## config.mk

```make
export PLATFORM = sky130hd
export DESIGN_NAME = team_08_tft_ili9341_rx_flat
export DESIGN_NICKNAME = d
export VERILOG_FILES = /design/src/rtl/team_08_tft_ili9341_rx_pkg.sv /design/src/rtl/team_08_tft_ili9341_rx_if.sv /design/src/rtl/team_08_tft_spi_rx_byte.sv /design/src/rtl/team_08_tft_ili9341_rx.sv /design/src/flat_wrapper.sv
export SDC_FILE = /design/constraint.sdc
export NUM_CORES = 1
export LEC_CHECK = 0
export BUFFER_PORTS_ARGS = -buffer_cell sky130_fd_sc_hd__clkbuf_2
export CAP_MARGIN = 20
export CORE_MARGIN = 2
export CORE_UTILIZATION = 35
export DETAILED_ROUTE_END_ITERATION = 6
export HOLD_SLACK_MARGIN = 0.03
export SLEW_MARGIN = 5
export SYNTH_ARGS = -nofsm -noshare
export SYNTH_HDL_FRONTEND = slang
export SYNTH_SLANG_ARGS = --single-unit
```

## constraint.sdc

```tcl
create_clock -name clk -period 12.06 [get_ports clk]
set_input_delay 1.206 -clock clk [delete_from_list [all_inputs] [get_ports clk]]
set_output_delay 1.206 -clock clk [all_outputs]
set_load 0.005 [all_outputs]
```

## src/rtl/team_08_tft_ili9341_rx_pkg.sv

```systemverilog
// Shared opcodes, decoder states and panel geometry for the ILI9341 stream receiver.
// Constant data only: no latency or backpressure of its own.
package team_08_tft_pkg;

    localparam int DEF_WIDTH  = 240;
    localparam int DEF_HEIGHT = 320;

    localparam logic [7:0] CMD_SWRESET = 8'h01;
    localparam logic [7:0] CMD_SLPOUT  = 8'h11;
    localparam logic [7:0] CMD_DISPOFF = 8'h28;
    localparam logic [7:0] CMD_DISPON  = 8'h29;
    localparam logic [7:0] CMD_CASET   = 8'h2A;
    localparam logic [7:0] CMD_PASET   = 8'h2B;
    localparam logic [7:0] CMD_RAMWR   = 8'h2C;

    typedef enum logic [2:0] {
        ST_CMD,
        ST_CASET,
        ST_PASET,
        ST_RAMWR,
        ST_SKIP
    } dec_state_e;

endpackage

```

## src/rtl/team_08_tft_ili9341_rx_if.sv

```systemverilog
// Framebuffer write port of the display emulator: strobe, address and RGB565 pixel.
// Fire-and-forget strobe, the sink cannot stall it.
interface team_08_tft_ili9341_rx_if #(
    parameter int ADDR_W = 17
) ();
    logic              fb_we;
    logic [ADDR_W-1:0] fb_addr;
    logic [15:0]       fb_wdata;

    modport master (output fb_we, output fb_addr, output fb_wdata);
    modport slave  (input  fb_we, input  fb_addr, input  fb_wdata);
endinterface

```

## src/rtl/team_08_tft_spi_rx_byte.sv

```systemverilog
// Synchronises the 4-wire SPI pins, detects sck rises and assembles mode-0 bytes MSB first.
// byte_rdy 3 clk after the sck edge of the last bit; no backpressure, the bus is free-running.
module team_08_tft_spi_rx_byte (
    input  logic       clk,
    input  logic       rst,
    input  logic       tft_sck,
    input  logic       tft_sdi,
    input  logic       tft_dc,
    input  logic       tft_cs,
    output logic [7:0] byte_dat,
    output logic       is_data,
    output logic       byte_rdy,
    output logic       byte_abort
);
    // Pins packed as {sck, sdi, dc, cs}; cs idles high so reset does not fake a deselect edge.
    logic [3:0] sync1_q, sync1_d, sync2_q, sync2_d;
    logic       sck_hist_q, sck_hist_d, cs_hist_q, cs_hist_d;
    logic [6:0] shreg_q, shreg_d;
    logic [2:0] bit_cnt_q, bit_cnt_d;
    logic [7:0] byte_q, byte_d;
    logic       is_data_q, is_data_d, byte_rdy_q, byte_rdy_d, abort_q, abort_d;
    logic       sck_s, sdi_s, dc_s, cs_s, sck_rise, cs_idle, cs_rise;

    always_comb begin
        sync1_d    = {tft_sck, tft_sdi, tft_dc, tft_cs};
        sync2_d    = sync1_q;
        {sck_s, sdi_s, dc_s, cs_s} = sync2_q;
        sck_hist_d = sck_s;
        cs_hist_d  = cs_s;
        sck_rise   = sck_s & ~sck_hist_q;
        cs_idle    = cs_s & cs_hist_q;
        cs_rise    = cs_s & ~cs_hist_q;
        shreg_d    = shreg_q;
        bit_cnt_d  = bit_cnt_q;
        byte_d     = byte_q;
        is_data_d  = is_data_q;
        byte_rdy_d = 1'b0;
        abort_d    = 1'b0;
        if (cs_idle) begin
            bit_cnt_d = 3'd0;
        end else if (sck_rise) begin
            // A final bit landing together with the deselect edge still completes the byte.
            shreg_d = {shreg_q[5:0], sdi_s};
            if (bit_cnt_q == 3'd7) begin
                byte_d     = {shreg_q, sdi_s};
                is_data_d  = dc_s;
                byte_rdy_d = 1'b1;
                bit_cnt_d  = 3'd0;
            end else if (cs_rise) begin
                abort_d   = 1'b1;
                bit_cnt_d = 3'd0;
            end else begin
                bit_cnt_d = bit_cnt_q + 3'd1;
            end
        end else if (cs_rise) begin
            abort_d   = (bit_cnt_q != 3'd0);
            bit_cnt_d = 3'd0;
        end
    end

    always_ff @(posedge clk or posedge rst) begin
        if (rst) begin
            sync1_q    <= 4'b0001;
            sync2_q    <= 4'b0001;
            sck_hist_q <= 1'b0;
            cs_hist_q  <= 1'b1;
            shreg_q    <= '0;
            bit_cnt_q  <= '0;
            byte_q     <= '0;
            is_data_q  <= 1'b0;
            byte_rdy_q <= 1'b0;
            abort_q    <= 1'b0;
        end else begin
            sync1_q    <= sync1_d;
            sync2_q    <= sync2_d;
            sck_hist_q <= sck_hist_d;
            cs_hist_q  <= cs_hist_d;
            shreg_q    <= shreg_d;
            bit_cnt_q  <= bit_cnt_d;
            byte_q     <= byte_d;
            is_data_q  <= is_data_d;
            byte_rdy_q <= byte_rdy_d;
            abort_q    <= abort_d;
        end
    end

    assign byte_dat   = byte_q;
    assign is_data    = is_data_q;
    assign byte_rdy   = byte_rdy_q;
    assign byte_abort = abort_q;
endmodule

```

## src/rtl/team_08_tft_ili9341_rx.sv

```systemverilog
// ILI9341 panel emulator: decodes the command/data byte stream into flags and framebuffer writes.
// fb_we / cmd_valid 4 clk after the sck edge of the last bit; no backpressure on the write port.
module team_08_tft_ili9341_rx
    import team_08_tft_pkg::*;
#(
    parameter int WIDTH  = DEF_WIDTH,
    parameter int HEIGHT = DEF_HEIGHT,
    parameter int ADDR_W = 17
) (
    input  logic                           clk,
    input  logic                           rst,
    input  logic                           tft_sck,
    input  logic                           tft_sdi,
    input  logic                           tft_dc,
    input  logic                           tft_cs,
    team_08_tft_ili9341_rx_if.master       fb,
    output logic                           cmd_valid,
    output logic [7:0]                     cmd_byte,
    output logic                           awake,
    output logic                           display_on,
    output logic                           byte_abort
);
    logic [7:0] byte_dat;
    logic       is_data, byte_rdy;

    team_08_tft_spi_rx_byte u_rx (
        .clk, .rst, .tft_sck, .tft_sdi, .tft_dc, .tft_cs,
        .byte_dat, .is_data, .byte_rdy, .byte_abort
    );

    dec_state_e        state_q, state_d;
    logic [1:0]        pidx_q, pidx_d;
    logic [7:0]        p0_q, p0_d, p1_q, p1_d, p2_q, p2_d, hi_byte_q, hi_byte_d;
    logic [15:0]       sc_q, sc_d, ec_q, ec_d, sp_q, sp_d, ep_q, ep_d, col_q, col_d, row_q, row_d;
    logic              hi_pend_q, hi_pend_d, fb_we_q, fb_we_d, cmd_valid_q, cmd_valid_d;
    logic              awake_q, awake_d, disp_q, disp_d;
    logic [ADDR_W-1:0] fb_addr_q, fb_addr_d, pix_addr;
    logic [15:0]       fb_wdata_q, fb_wdata_d, win_start, win_end_raw, win_end;
    logic [7:0]        cmd_byte_q, cmd_byte_d;
    logic              in_range;

    always_comb begin
        state_d = state_q;   pidx_d = pidx_q;   p0_d = p0_q;   p1_d = p1_q;   p2_d = p2_q;
        sc_d = sc_q;   ec_d = ec_q;   sp_d = sp_q;   ep_d = ep_q;   col_d = col_q;   row_d = row_q;
        hi_pend_d = hi_pend_q;   hi_byte_d = hi_byte_q;   fb_addr_d = fb_addr_q;   fb_wdata_d = fb_wdata_q;
        cmd_byte_d = cmd_byte_q;   awake_d = awake_q;   disp_d = disp_q;
        fb_we_d = 1'b0;   cmd_valid_d = 1'b0;
        win_start   = {p0_q, p1_q};
        win_end_raw = {p2_q, byte_dat};
        win_end     = (win_end_raw < win_start) ? win_start : win_end_raw;
        pix_addr    = ADDR_W'(32'(row_q) * 32'(WIDTH) + 32'(col_q));
        in_range    = (col_q < 16'(WIDTH)) && (row_q < 16'(HEIGHT));
        if (byte_rdy && !is_data) begin
            // Any command drops a half-received pixel and re-dispatches from scratch.
            cmd_valid_d = 1'b1;
            cmd_byte_d  = byte_dat;
            hi_pend_d   = 1'b1;
            pidx_d      = 2'd0;
            state_d     = ST_CMD;
            case (byte_dat)
                CMD_SWRESET: begin
                    awake_d = 1'b0;  disp_d = 1'b0;
                    sc_d = '0;  ec_d = 16'(WIDTH - 1);  sp_d = '0;  ep_d = 16'(HEIGHT - 1);
                end
                CMD_SLPOUT:  awake_d = 1'b1;
                CMD_DISPON:  disp_d  = 1'b1;
                CMD_DISPOFF: disp_d  = 1'b0;
                CMD_CASET:   state_d = ST_CASET;
                CMD_PASET:   state_d = ST_PASET;
                CMD_RAMWR: begin
                    state_d = ST_RAMWR;  col_d = sc_q;  row_d = sp_q;
                end
                default:     state_d = ST_SKIP;
            endcase
        end else if (byte_rdy) begin
            case (state_q)
                ST_CASET, ST_PASET: begin
                    pidx_d = pidx_q + 2'd1;
                    case (pidx_q)
                        2'd0:    p0_d = byte_dat;
                        2'd1:    p1_d = byte_dat;
                        2'd2:    p2_d = byte_dat;
                        default: begin
                            if (state_q == ST_CASET) begin
                                sc_d = win_start;  ec_d = win_end;
                            end else begin
                                sp_d = win_start;  ep_d = win_end;
                            end
                            state_d = ST_SKIP;
                        end
                    endcase
                end
                ST_RAMWR: begin
                    if (hi_pend_q) begin
                        hi_byte_d = byte_dat;
                        hi_pend_d = 1'b0;
                    end else begin
                        hi_pend_d = 1'b1;
                        if (in_range) begin
                            fb_we_d    = 1'b1;
                            fb_addr_d  = pix_addr;
                            fb_wdata_d = {hi_byte_q, byte_dat};
                        end
                        // Off-panel pixels still move the cursor so the window geometry holds.
                        if (col_q == ec_q) begin
                            col_d = sc_q;
                            row_d = (row_q == ep_q) ? sp_q : row_q + 16'd1;
                        end else begin
                            col_d = col_q + 16'd1;
                        end
                    end
                end
                default: ;
            endcase
        end
    end

    always_ff @(posedge clk or posedge rst) begin
        if (rst) begin
            state_q <= ST_CMD;  pidx_q <= '0;  p0_q <= '0;  p1_q <= '0;  p2_q <= '0;
            sc_q <= '0;  ec_q <= 16'(WIDTH - 1);  sp_q <= '0;  ep_q <= 16'(HEIGHT - 1);
            col_q <= '0;  row_q <= '0;  hi_pend_q <= 1'b1;  hi_byte_q <= '0;
            fb_we_q <= 1'b0;  fb_addr_q <= '0;  fb_wdata_q <= '0;
            cmd_valid_q <= 1'b0;  cmd_byte_q <= '0;  awake_q <= 1'b0;  disp_q <= 1'b0;
        end else begin
            state_q <= state_d;  pidx_q <= pidx_d;  p0_q <= p0_d;  p1_q <= p1_d;  p2_q <= p2_d;
            sc_q <= sc_d;  ec_q <= ec_d;  sp_q <= sp_d;  ep_q <= ep_d;
            col_q <= col_d;  row_q <= row_d;  hi_pend_q <= hi_pend_d;  hi_byte_q <= hi_byte_d;
            fb_we_q <= fb_we_d;  fb_addr_q <= fb_addr_d;  fb_wdata_q <= fb_wdata_d;
            cmd_valid_q <= cmd_valid_d;  cmd_byte_q <= cmd_byte_d;  awake_q <= awake_d;  disp_q <= disp_d;
        end
    end

    assign fb.fb_we    = fb_we_q;
    assign fb.fb_addr  = fb_addr_q;
    assign fb.fb_wdata = fb_wdata_q;
    assign cmd_valid   = cmd_valid_q;
    assign cmd_byte    = cmd_byte_q;
    assign awake       = awake_q;
    assign display_on  = disp_q;
endmodule
```

## src/flat_wrapper.sv

```systemverilog
// flat-port wrapper written by rule: the top's interface ports become plain ports
module team_08_tft_ili9341_rx_flat import team_08_tft_pkg::*;
#(
    parameter int WIDTH  = DEF_WIDTH,
    parameter int HEIGHT = DEF_HEIGHT,
    parameter int ADDR_W = 17
)
  (clk, rst, tft_sck, tft_sdi, tft_dc, tft_cs, cmd_valid, cmd_byte, awake, display_on, byte_abort, fb_fb_we, fb_fb_addr, fb_fb_wdata);
  team_08_tft_ili9341_rx_if #(.ADDR_W(ADDR_W)) fb_i ();
  input  logic clk;
  input  logic rst;
  input  logic tft_sck;
  input  logic tft_sdi;
  input  logic tft_dc;
  input  logic tft_cs;
  output logic cmd_valid;
  output logic [7:0] cmd_byte;
  output logic awake;
  output logic display_on;
  output logic byte_abort;
  output wire logic [$bits(fb_i.fb_we)-1:0] fb_fb_we;
  output wire logic [$bits(fb_i.fb_addr)-1:0] fb_fb_addr;
  output wire logic [$bits(fb_i.fb_wdata)-1:0] fb_fb_wdata;
  assign fb_fb_we = fb_i.fb_we;
  assign fb_fb_addr = fb_i.fb_addr;
  assign fb_fb_wdata = fb_i.fb_wdata;
  team_08_tft_ili9341_rx #(.WIDTH(WIDTH), .HEIGHT(HEIGHT), .ADDR_W(ADDR_W)) u_core (.clk(clk), .rst(rst), .tft_sck(tft_sck), .tft_sdi(tft_sdi), .tft_dc(tft_dc), .tft_cs(tft_cs), .fb(fb_i), .cmd_valid(cmd_valid), .cmd_byte(cmd_byte), .awake(awake), .display_on(display_on), .byte_abort(byte_abort));
endmodule
```

==> results_dict.tcl <==
set metrics [dict create \
    status "finished clean" \
    finalCritPeriodShare_pct 40.7 \
    wl_per_cell_um 17.0 \
    tightest_slew_ns 0.986 \
    hp-class "reg2reg" \
    holdPathStages 0 \
    crit_buf_inv 2 \
    synth_xor_area_share_pct 4.40 \
    start_kind "flop" \
    max_slew_margin_pct 34.3 \
    power_mw 1.47 \
    period_needed_ns 4.91 \
    worstPathArrival_ns 5.30 \
    dr.pass1.iters 5 \
    r2r-end "u_core.fb.fb_addr[15]" \
    hpwl_um 19100 \
    postSynthAreaPerCell_um2 9.63 \
    n_antenna_cell 0 \
    cts_tree "built" \
    grt_pass1_vias 8076 \
    synth_top_family_by_area "simple AND/OR/NAND/NOR gates" \
    timing.rr.start "u_core.row_q[0]" \
    syn_area_um2 11300 \
    synthMuxAreaShare_pct 4.55 \
    setup_slack_ns 7.15 \
    cts.sinks 210 \
    cts-resized-gates 0 \
    grt_pass1_wl_um 44500 \
    io_buffers 51 \
    wl_um 27500 \
    max_stage_delay_ns 0.61 \
    place_congestion 0.820 \
    cts-root-buf "clkbuf_16" \
    ff2ff_path_depth 18 \
    synth_simple_gate_area_share_pct 15.7 \
    fin_skew_ns 0.00956 \
    rrSetupSlack_ns 7.15 \
    synthCells 1176 \
    gr-usage-all-layers_pct 16.5 \
    mostFrequentLayoutCells "nand2_1 (238), dfrtp_1 (192), a21oi_1 (74), inv_1 (63), ha_1 (59)" \
    pre_cts_ws_ns 7.23 \
    core-area_um2 31700 \
    hold_end "u_core.u_rx.sync2_q[2]" \
    nets 1287 \
    dieArea_um2 33800 \
    critPathKind "reg2reg" \
    finalSetupViolations 0 \
    area_delta_synth_final_pct 11.9 \
    clock_path_buffers 3 \
    ios 52 \
    drc_errors 0 \
    leakage_nw 5.98 \
    drv_slew 0 \
    endpoint_kind "flop" \
    vias_per_cell 5.17 \
    start_util_pct 35.7 \
    path_delay_family "adder cells" \
    numCtsBuffers 23 \
    critical_path.max_fanout 8 \
    path_clk_slew_ns 0.06 \
    power_density_nw_per_um2 116 \
    antenna_found_initial 0 \
    n_fill_cell 3131 \
    synth_compound_area_share_pct 14.0 \
    clk-insertion-delay-late_ns 0.52 \
    path_cells "fa_1 -> inv_1 -> fa_1 -> inv_1 -> ha_1 -> a21o_1 -> a21oi_1 -> o21bai_1 -> a2111oi_0 -> nor2_1 -> xnor2_1 -> ha_1 -> and4_1 -> a211oi_1 -> o21ai_0 -> a21oi_1 -> xor2_1 -> o21ai_0" \
    holdWs_ns 0.349 \
    rsz0062_at_grt "false" \
    fp.dieW_um 184 \
    first_iter_violations 608 \
    placed_cell_area_um2 11900 \
    row_count 65 \
    cts_setup_buffers 0 \
    ys_types 61 \
    finalSetupTns_ns 0 \
    crit_path_start "u_core.row_q[0]" \
    cp.required_ns 12.45 \
    crit_slowest_cell "fa_1" \
    grt_max_degree 135 \
    postRouteAntennaNets 0 \
    dr_total_vias 8387 \
    vdd_drop_max_uv 92.1 \
    synthAdderAreaFrac_pct 10.1 \
    h-tree-depth 1 \
    cap_violations 0 \
    hp-start "u_core.u_rx.sync1_q[2]" \
    clock.fmax_ghz 0.203 \
    hold_viol_final 0 \
    die_y_um 184 \
    yosysWarnings 0 \
    final_common_cell "nand2_1" \
    syn-num-nets 1261 \
    ys_seq_area_share_pct 46.6 \
    cts_hold_buffers 0 \
    layout-drive-gt1-share_pct 13.5 \
    grt-ovfl-total 0 \
    design_area_um2 12700 \
    synth-seq-cells 210 \
    ys.flop_type "dfrtp_1" \
    async_reset_ff_share_pct 100 \
    synth_edf_count 0 \
]
how the worst max path moves through the flow:
stage	endpoint	slack, ns	cells after the start
finish	u_core.fb.fb_addr[15]	7.15	18
global route	u_core.fb.fb_addr[15]	6.84	18
CTS	u_core.fb.fb_addr[15]	7.19	18
detailed placement	u_core.fb.fb_addr[15]	7.23	18
global placement	u_core.fb.fb_addr[15]	7.36	18
floorplan	u_core.awake	5.15	1
state kept, by name, summed over array words and instances, names as in the netlist, 2 cells and up:
signal                 count
u_core.pidx_q              2
u_core.row_q              16
u_core.ep_q               16
u_core.sc_q               16
u_core.u_rx.shreg_q        7
u_core.fb.fb_addr         17
u_core.ec_q               16
u_core.u_rx.sync2_q        4
u_core.p1_q                8
u_core.u_rx.sync1_q        4
u_core.state_q             3
u_core.p2_q                8
u_core.fb.fb_wdata        16
u_core.sp_q               16
u_core.u_rx.bit_cnt_q      3
u_core.p0_q                8
u_core.col_q              16
u_core.u_rx.byte_dat       8
u_core.hi_byte_q           8
u_core.cmd_byte            8
area by class of cell:
class                   count  area [µm²]  area share [%]
well taps                 402         503            3.97
flip-flops and latches    210        5280            41.7
repair buffers             61         330            2.61
clock inverters             7        91.3           0.721
multi-input cells         841        5520            43.6
inverters                  65         251            1.99
clock buffers              35         691            5.45
Yosys cell counts, types with 19 or more instances:
| library cell | count | area (µm²) |
|---|---|---|
| inv_1 | 64 | 240 |
| clkbuf_1 | 35 | 131 |
| o22ai_1 | 46 | 288 |
| ha_1 | 59 | 738 |
| mux2_2 | 20 | 225 |
| o21ai_1 | 25 | 125 |
| mux2i_1 | 29 | 290 |
| nand2_1 | 238 | 893 |
| o21ai_0 | 56 | 280 |
| dfrtp_1 | 192 | 4800 |
| a21oi_1 | 74 | 370 |
| nor2_1 | 55 | 206 |
| fa_1 | 20 | 400 |
| xnor2_1 | 44 | 385 |
| nand3_1 | 19 | 95.1 |
through the flow:
stage / util (%) / std cells
floorplan: - / 1176
global placement: 37.5 / 1579
detailed placement: 37.5 / 1579
CTS: 39.9 / 1621
global route: 39.9 / 1621
finish: 39.9 / 1621
layer usage:
layer  routed length, µm  vias up  share of wire, %  track usage, %
met3                1220       25               4.4            2.48
met5                   0        -                 0               0
met2               12600      178                46            26.0
li1                    -     4076                 -               -
met4                 441        0               1.6            3.58
met1               13300     4108                48            23.9
report_power, final:
group          internal [mW]  total (mW)  switching (mW)
Clock                  0.437       0.728           0.291
Sequential             0.713       0.717         0.00487
Combinational        0.00424      0.0227          0.0184
cells by family (layout without fill, tap and decap cells):
family | Yosys count | in the layout
compound gates | 258 | 258
xor+xnor | 56 | 56
simple gates | 399 | 399
mux | 49 | 49
buf+inv | 125 | 168
fa+ha+maj | 79 | 79
flops | 210 | 210
No activity file was read; power rests on OpenSTA's default activity.
